`config.mk`:
```
export PLATFORM = sky130hd
export DESIGN_NAME = task_stream_adapter_flat
export DESIGN_NICKNAME = d
export VERILOG_FILES = /design/src/rtl/task_stream_adapter_if.sv /design/src/rtl/task_stream_adapter.sv /design/src/flat_wrapper.sv
export SDC_FILE = /design/constraint.sdc
export NUM_CORES = 2
export LEC_CHECK = 0
export ABC_AREA = 1
export CORE_MARGIN = 3
export CORE_UTILIZATION = 53
export DETAILED_ROUTE_END_ITERATION = 10
export PLACE_DENSITY = 0.69
export SLEW_MARGIN = 25
export SYNTH_ARGS = -nofsm -noshare
export SYNTH_HDL_FRONTEND = slang
export SYNTH_SLANG_ARGS = --single-unit
```
`constraint.sdc`:
```
create_clock -name i_clk -period 5 [get_ports i_clk]
set_input_delay 1 -clock i_clk [delete_from_list [all_inputs] [get_ports i_clk]]
set_output_delay 1 -clock i_clk [all_outputs]
set_load 0.1 [all_outputs]
```
`src/rtl/task_stream_adapter_if.sv`:
```
// Signal bundle around task_stream_adapter: task byte stream in, packed words
// to the core, core results back, packed answer words out to the manager.
//
// Handshake: a beat moves on a rising edge where the producer's valid and the
// consumer's ready are both high. The producer holds its data stable while
// valid is high and ready is low. The byte stream uses i_tdata_valid/o_tready.
// The answer channel uses o_tanswer_ready as its valid and i_tmanager_ready as
// its ready. The core channels (o_core_valid, i_core_valid) are one-cycle
// strobes with no backpressure.
interface task_stream_adapter_if #(
  parameter int IN_W  = 16,
  parameter int OUT_W = 16
);
  logic             i_tdata_valid;
  logic [7:0]       i_tdata;
  logic             i_tdata_last;
  logic             o_tready;
  logic [IN_W-1:0]  o_core_data;
  logic             o_core_valid;
  logic [OUT_W-1:0] i_core_data;
  logic             i_core_valid;
  logic             i_tmanager_ready;
  logic             o_tanswer_ready;
  logic [31:0]      o_tanswer_data;
  logic             o_tanswer_data_last;
  logic [11:0]      o_packet_size_in_bytes;
  logic             o_overflow;
  logic [1:0]       o_state_dbg;

  // Adapter view
  modport slave (
    input  i_tdata_valid, i_tdata, i_tdata_last,
    input  i_core_data, i_core_valid, i_tmanager_ready,
    output o_tready, o_core_data, o_core_valid,
    output o_tanswer_ready, o_tanswer_data, o_tanswer_data_last,
    output o_packet_size_in_bytes, o_overflow, o_state_dbg
  );

  // Environment view: stream source, core and manager
  modport master (
    output i_tdata_valid, i_tdata, i_tdata_last,
    output i_core_data, i_core_valid, i_tmanager_ready,
    input  o_tready, o_core_data, o_core_valid,
    input  o_tanswer_ready, o_tanswer_data, o_tanswer_data_last,
    input  o_packet_size_in_bytes, o_overflow, o_state_dbg
  );
endinterface

```
`src/rtl/task_stream_adapter.sv`:
```
// Task stream adapter: packs incoming bytes into core words, buffers the core
// results of one packet, then streams them to the manager as 32-bit answers.
// FSM: IDLE -> RECV -> DRAIN -> SEND -> IDLE. State is visible on o_state_dbg.
module task_stream_adapter #(
  parameter int IN_W      = 16,
  parameter int OUT_W     = 16,
  parameter int DEPTH     = 256,
  parameter int MSB_FIRST = 0
) (
  input  logic                  i_clk,
  input  logic                  i_rst,
  task_stream_adapter_if.slave  bus
);
  localparam int NB = IN_W / 8;
  localparam int BW = (NB > 1) ? $clog2(NB) : 1;
  localparam int R  = 32 / OUT_W;
  localparam int OB = OUT_W / 8;
  localparam int AW = $clog2(DEPTH);
  localparam int CW = AW + 1;

  typedef enum logic [1:0] {
    IDLE  = 2'd0,
    RECV  = 2'd1,
    DRAIN = 2'd2,
    SEND  = 2'd3
  } state_t;

  state_t           state;
  logic [BW-1:0]    byte_idx;
  logic [IN_W-1:0]  word_buf;
  logic [IN_W-1:0]  word_new;
  logic [CW-1:0]    n_in;
  logic [CW-1:0]    n_out;
  logic [CW-1:0]    n_out_next;
  logic [CW-1:0]    rd_base;
  logic [OUT_W-1:0] mem [DEPTH];
  logic [OUT_W-1:0] core_data;
  logic             accept;
  logic             in_full;
  logic             word_done;
  logic             wr_en;

  assign core_data       = bus.i_core_data;
  assign accept          = bus.i_tdata_valid && bus.o_tready;
  assign in_full         = (n_in == CW'(DEPTH));
  assign word_done       = (byte_idx == BW'(NB - 1)) || bus.i_tdata_last;
  // Results only land while a packet is open; IDLE/SEND arrivals and those
  // beyond the buffer are dropped.
  assign wr_en           = bus.i_core_valid && (state == RECV || state == DRAIN) &&
                           (n_out < CW'(DEPTH));
  assign n_out_next      = n_out + CW'(wr_en);
  assign bus.o_state_dbg = state;

  // Current partial word with the incoming byte dropped into its lane.
  always_comb begin
    word_new = word_buf;
    if (MSB_FIRST != 0) word_new[IN_W - 8 - 8 * int'(byte_idx) +: 8] = bus.i_tdata;
    else                word_new[8 * int'(byte_idx) +: 8] = bus.i_tdata;
  end

  // Gather R results starting at base into one answer word; slots past the
  // packet are zero. A result being written this very cycle is forwarded so
  // SEND can be entered in the same cycle as the final result.
  function automatic logic [31:0] pack_answer(input int base);
    logic [31:0]      w;
    logic [OUT_W-1:0] r;
    int               idx;
    w = '0;
    for (int k = 0; k < R; k++) begin
      idx = base + k;
      r   = '0;
      if (idx < int'(n_in)) begin
        if (wr_en && idx == int'(n_out)) r = core_data;
        else                             r = mem[idx[AW-1:0]];
      end
      if (MSB_FIRST != 0) w[32 - OUT_W - k * OUT_W +: OUT_W] = r;
      else                w[k * OUT_W +: OUT_W] = r;
    end
    return w;
  endfunction

  // Result buffer write port; contents beyond n_in are never read out.
  always_ff @(posedge i_clk) begin
    if (wr_en) mem[n_out[AW-1:0]] <= core_data;
  end

  // Control FSM with registered outputs.
  always_ff @(posedge i_clk or negedge i_rst) begin
    if (!i_rst) begin
      state                      <= IDLE;
      byte_idx                   <= '0;
      word_buf                   <= '0;
      n_in                       <= '0;
      n_out                      <= '0;
      rd_base                    <= '0;
      bus.o_tready               <= 1'b1;
      bus.o_core_valid           <= 1'b0;
      bus.o_core_data            <= '0;
      bus.o_tanswer_ready        <= 1'b0;
      bus.o_tanswer_data         <= '0;
      bus.o_tanswer_data_last    <= 1'b0;
      bus.o_packet_size_in_bytes <= '0;
      bus.o_overflow             <= 1'b0;
    end else begin
      bus.o_core_valid <= 1'b0;
      if (wr_en) n_out <= n_out_next;
      case (state)
        IDLE, RECV: begin
          if (accept) begin
            if (in_full) begin
              // Buffer already promised DEPTH results: swallow bytes until last.
              bus.o_overflow <= 1'b1;
            end else if (word_done) begin
              bus.o_core_data  <= word_new;
              bus.o_core_valid <= 1'b1;
              n_in             <= n_in + CW'(1);
              word_buf         <= '0;
              byte_idx         <= '0;
            end else begin
              word_buf <= word_new;
              byte_idx <= byte_idx + BW'(1);
            end
            if (bus.i_tdata_last) begin
              state        <= DRAIN;
              bus.o_tready <= 1'b0;
            end else begin
              state <= RECV;
            end
          end
        end
        DRAIN: begin
          if (n_in == '0) begin
            state                      <= IDLE;
            bus.o_tready               <= 1'b1;
            bus.o_packet_size_in_bytes <= '0;
            bus.o_overflow             <= 1'b0;
            n_out                      <= '0;
          end else if (n_out_next == n_in) begin
            state                      <= SEND;
            bus.o_tanswer_ready        <= 1'b1;
            bus.o_tanswer_data         <= pack_answer(0);
            bus.o_tanswer_data_last    <= (R >= int'(n_in));
            bus.o_packet_size_in_bytes <= 12'(int'(n_in) * OB);
            rd_base                    <= '0;
          end
        end
        SEND: begin
          if (bus.i_tmanager_ready) begin
            if (bus.o_tanswer_data_last) begin
              state                   <= IDLE;
              bus.o_tready            <= 1'b1;
              bus.o_tanswer_ready     <= 1'b0;
              bus.o_tanswer_data      <= '0;
              bus.o_tanswer_data_last <= 1'b0;
              bus.o_overflow          <= 1'b0;
              n_in                    <= '0;
              n_out                   <= '0;
            end else begin
              rd_base                 <= CW'(int'(rd_base) + R);
              bus.o_tanswer_data      <= pack_answer(int'(rd_base) + R);
              bus.o_tanswer_data_last <= (int'(rd_base) + 2 * R >= int'(n_in));
            end
          end
        end
        default: state <= IDLE;
      endcase
    end
  end
endmodule
```
`src/flat_wrapper.sv`:
```
// flat-port wrapper written by rule: the top's interface ports become plain ports
module task_stream_adapter_flat 
#(
  parameter int IN_W      = 16,
  parameter int OUT_W     = 16,
  parameter int DEPTH     = 256,
  parameter int MSB_FIRST = 0
)
  (i_clk, i_rst, bus_i_tdata_valid, bus_i_tdata, bus_i_tdata_last, bus_i_core_data, bus_i_core_valid, bus_i_tmanager_ready, bus_o_tready, bus_o_core_data, bus_o_core_valid, bus_o_tanswer_ready, bus_o_tanswer_data, bus_o_tanswer_data_last, bus_o_packet_size_in_bytes, bus_o_overflow, bus_o_state_dbg);
  task_stream_adapter_if #(.IN_W(IN_W), .OUT_W(OUT_W)) bus_i ();
  input  logic i_clk;
  input  logic i_rst;
  input wire logic [$bits(bus_i.i_tdata_valid)-1:0] bus_i_tdata_valid;
  input wire logic [$bits(bus_i.i_tdata)-1:0] bus_i_tdata;
  input wire logic [$bits(bus_i.i_tdata_last)-1:0] bus_i_tdata_last;
  input wire logic [$bits(bus_i.i_core_data)-1:0] bus_i_core_data;
  input wire logic [$bits(bus_i.i_core_valid)-1:0] bus_i_core_valid;
  input wire logic [$bits(bus_i.i_tmanager_ready)-1:0] bus_i_tmanager_ready;
  output wire logic [$bits(bus_i.o_tready)-1:0] bus_o_tready;
  output wire logic [$bits(bus_i.o_core_data)-1:0] bus_o_core_data;
  output wire logic [$bits(bus_i.o_core_valid)-1:0] bus_o_core_valid;
  output wire logic [$bits(bus_i.o_tanswer_ready)-1:0] bus_o_tanswer_ready;
  output wire logic [$bits(bus_i.o_tanswer_data)-1:0] bus_o_tanswer_data;
  output wire logic [$bits(bus_i.o_tanswer_data_last)-1:0] bus_o_tanswer_data_last;
  output wire logic [$bits(bus_i.o_packet_size_in_bytes)-1:0] bus_o_packet_size_in_bytes;
  output wire logic [$bits(bus_i.o_overflow)-1:0] bus_o_overflow;
  output wire logic [$bits(bus_i.o_state_dbg)-1:0] bus_o_state_dbg;
  assign bus_i.i_tdata_valid = bus_i_tdata_valid;
  assign bus_i.i_tdata = bus_i_tdata;
  assign bus_i.i_tdata_last = bus_i_tdata_last;
  assign bus_i.i_core_data = bus_i_core_data;
  assign bus_i.i_core_valid = bus_i_core_valid;
  assign bus_i.i_tmanager_ready = bus_i_tmanager_ready;
  assign bus_o_tready = bus_i.o_tready;
  assign bus_o_core_data = bus_i.o_core_data;
  assign bus_o_core_valid = bus_i.o_core_valid;
  assign bus_o_tanswer_ready = bus_i.o_tanswer_ready;
  assign bus_o_tanswer_data = bus_i.o_tanswer_data;
  assign bus_o_tanswer_data_last = bus_i.o_tanswer_data_last;
  assign bus_o_packet_size_in_bytes = bus_i.o_packet_size_in_bytes;
  assign bus_o_overflow = bus_i.o_overflow;
  assign bus_o_state_dbg = bus_i.o_state_dbg;
  task_stream_adapter #(.IN_W(IN_W), .OUT_W(OUT_W), .DEPTH(DEPTH), .MSB_FIRST(MSB_FIRST)) u_core (.i_clk(i_clk), .i_rst(i_rst), .bus(bus_i));
endmodule
```
==> summary.md <==
| Metric | Value |
|---|---|
| Outcome | finished clean |
| Worst Hold Depth | 1 |
| Critical path class | flip-flop to flip-flop |
| CP required | 5.84 ns |
| Number of global-route vias before repair | ~110k |
| Die area | ~330000 µm² |
| Clock skew | approximately 0.064 ns |
| FMAX | roughly 240 MHz |
| Worst reg2reg setup slack | approximately 0.77 ns |
| Post-Route WL | 485000 µm |
| Critical R2R Launch | u_core.rd_base[1] |
| Clk slew on worst S/H paths | 0.06 ns |
| HP Class | input pin to flip-flop |
| Routed vias | approximately 120k |
| Worst setup startpoint | u_core.rd_base[1] |
| DR vias/cell | roughly 6 |
| Post-synthesis cell type count | 42 |
| Worst Path Buf+Inv | 3 |
| Reg-to-Reg End | u_core.bus.o_tanswer_data[23] |
| GR Overflow Total | 0 |
| # IOs | 97 |
| Root buf cell | clkbuf_16 |
| Crit path max-delay family | simple AND/OR/NAND/NOR gates |
| Fin cells | between 15000 and 20000 |
| Startpoint types | flip-flop |
| Hold EP | u_core.mem[192][7] |
| CTS tree | built |
| Core area | 319000 µm² |
| Clock sink total | 4203 |
| Power, Total | ~0.11 W |
| Site Rows | about 210 |
| PD cells | 568 nW/µm² |
| Post-route minimum period | approximately 4.2 ns |
| Drt drc | 0 |
| First-pass GRT wire length | 710000 µm |
| Slew Limit Fails | 0 |
| # placed instances | about 18000 |
| Share of cells above drive strength 1 | 8.02% |
| Critical path peak fanout | about 120 |
| CTS Buffer Depth | 4 |
| Commonest non-fill, non-tap cells in the layout | nand2_1 (4351), nand3_1 (4096), edfxtp_1 (4096), buf_4 (463), clkbuf_16 (418) |
| Placed inst area | 178000 µm² |
| Pin count of the biggest net entering global routing | between 150 and 200 |
| CP arrival | slightly above 5 ns |
| Syn Inst Count | 14500 |
| Maximum Capacitance Violations | 0 |
| Post-route design area | approximately 190000 µm² |
| Most Frequent Cell on Critical Path | nand3_1 |
| Slowest-stage cell, CP | dfrtp_4 |
| Worst-path cell chain | inv_8 > ha_4 > inv_8 > buf_12 > nand3_1 > nand3_1 > nand3_1 > nand3_1 > nand3_1 > nand3_1 > nand3_1 > nand2_1 > a21oi_1 |
| Initial antenna violation count | 14 |
| GRT Resource Usage Total | 28.6% |
| Worst rel slew slack | between 20 and 25% |
| Hold-fix buffers, CTS | 1 |
| CP endpoint kind | flip-flop |
| Worst ir drop on vdd | approximately 670 µV |
| Unrepaired setup endpoints after global routing | false |
| Max incr delay on CP | around 0.59 ns |
| Post-cts resize count | 0 |
| Number of routed nets with antenna violations | 0 |
| Post-Syn Area | about 170000 µm² |
| Post CTS Setup Buffer Count | 0 |
| Final Hold Violating Endpoints | 0 |
| Sequential area share after synthesis | between 70% and 80% |
| Post-synthesis area per instance | about 12 µm² |
| DIE HEIGHT | ~570 µm |
| I/O Buffers | 93 |
| Number of H-tree levels | 5 |
| Layout area overhead | 12.0% |
| WL/cell | ~25 µm |
| Clk_lat worst skew | between 0.9 and 1 ns |
| Core Util, Final | between 50% and 60% |
| Setup violators final | 0 |
| CTS buffer count | about 400 |
| Hpwl dp | between 200000 and 300000 µm |
| Pre-antenna DRT Iters | 8 |
| Routability cong. | a little over 0.9 |
| Post-route setup TNS | 0 ns |
| Worst Tran Pin Value | 1.13 ns |
| Final net count | roughly 15000 |
| Yosys warns | 0 |
| Die Wd | 574 µm |
| Pleak | 67.4 nW |
| Synth Register Bits | about 4200 |
| Hold Path Origin | bus_i_core_data[7] |
| Drt first-iter violations | 17300 |
| Fin crit share | between 80% and 90% |
| Starting Density | 53.5% |
| Commonest non-fill, non-tap cell in the layout | nand2_1 |
| Reg2reg path depth | 13 |
## cell type report
cell class              count  area (µm²)
fillers                 24600      128000
repair buffers            636        6150
clock buffers             506       10800
diodes                      2        5.00
flip-flops and latches   4203      126000
well taps                4284        5360
multi-input cells        9165       40700
inverters                 123         490
clock inverters           245        2270
## synth_stat cells, drive strengths merged
| cell | instances | area, µm² |
|---|---|---|
| nand2 | 4377 | 16400 |
| nand3 | 4097 | 20500 |
| edfxtp | 4096 | 123000 |
| buf | 530 | 2570 |
| clkbuf | 441 | 1660 |
| nor2 | 389 | 1520 |
| inv | 118 | 443 |
| dfrtp | 106 | 2650 |
| a21oi | 87 | 435 |
| o21ai | 65 | 325 |
| ha | 35 | 438 |
| nand4 | 28 | 181 |
| a211oi | 22 | 165 |
| nor3 | 17 | 101 |
| xor2 | 16 | 140 |
| o22ai | 7 | 43.8 |
| o31ai | 6 | 45.0 |
| clkinv | 5 | 20.0 |
| o211ai | 4 | 30.0 |
| nor4 | 3 | 25.0 |
| xnor2 | 3 | 26.3 |
| xnor3 | 2 | 45.0 |
| a31oi | 1 | 6.26 |
| and2 | 1 | 6.26 |
| conb | 1 | 3.75 |
| dfstp | 1 | 26.3 |
| nand3b | 1 | 7.51 |
| o21a | 1 | 7.51 |
## state kept, by name, indices dropped and copies added (netlist names), 2 cells and up
signal and count:
u_core.n_in 9, u_core.bus.o_core_data 16, u_core.mem 4096, u_core.bus.o_state_dbg 2, u_core.bus.o_tanswer_data 32, u_core.word_buf 16, u_core.rd_base 8, u_core.n_out 9
u_core.bus.o_packet_size_in_bytes 9
## per-stage QoR
stage,setup WS (ns),hold WS [ns]
after global placement,0.465,0.457
after floorplan,1.19,0.448
final,0.771,0.408
after CTS,0.866,0.360
after detailed placement,0.563,0.466
after global routing,0.668,0.390
## worst max-delay path by stage
| stage | cells after the start | end | slack (ns) |
|---|---|---|---|
| final | 13 | u_core.bus.o_tanswer_data[23] | 0.77 |
| after global routing | 13 | u_core.bus.o_tanswer_data[29] | 0.67 |
| after CTS | 13 | u_core.bus.o_tanswer_data[21] | 0.87 |
| after detailed placement | 18 | u_core.rd_base[7] | 0.56 |
| after global placement | 18 | u_core.rd_base[6] | 0.47 |
| after floorplan | 21 | u_core.bus.o_tanswer_data[10] | 1.19 |
## metal layers
metal | wire length, µm | global-route usage [%] | vias to the layer above
met1 | 187000 | 40.6 | 56100
met3 | 53200 | 5.12 | 1014
met2 | 223000 | 44.0 | 6705
met4 | 22600 | 12.2 | 10
met5 | 62 | 0 | -
li1 | - | - | 51600
## cell families (layout without fill, tap and decap cells)
family / after synthesis / in the layout / share of synthesized area (%)
AOI/OAI and AO/OA: 193 / 193 / 0.619
xor gates and xnor gates: 21 / 21 / 0.124
adders and majority gates: 35 / 35 / 0.256
buffers and inverters: 1094 / 1510 / 2.74
DFF: 4203 / 4203 / 73.6
other: 1 / 5 / 0.00219
and+or+nand+nor: 8913 / 8913 / 22.7
## report_power, final
group	total, W	switching [W]	leakage [nW]	internal [W]
Clock	0.0303	0.0133	6.35	0.0170
Combinational	0.0387	0.0283	22.9	0.0104
Sequential	0.0398	0.000632	38.2	0.0392
No activity file was read; power rests on OpenSTA's default activity.
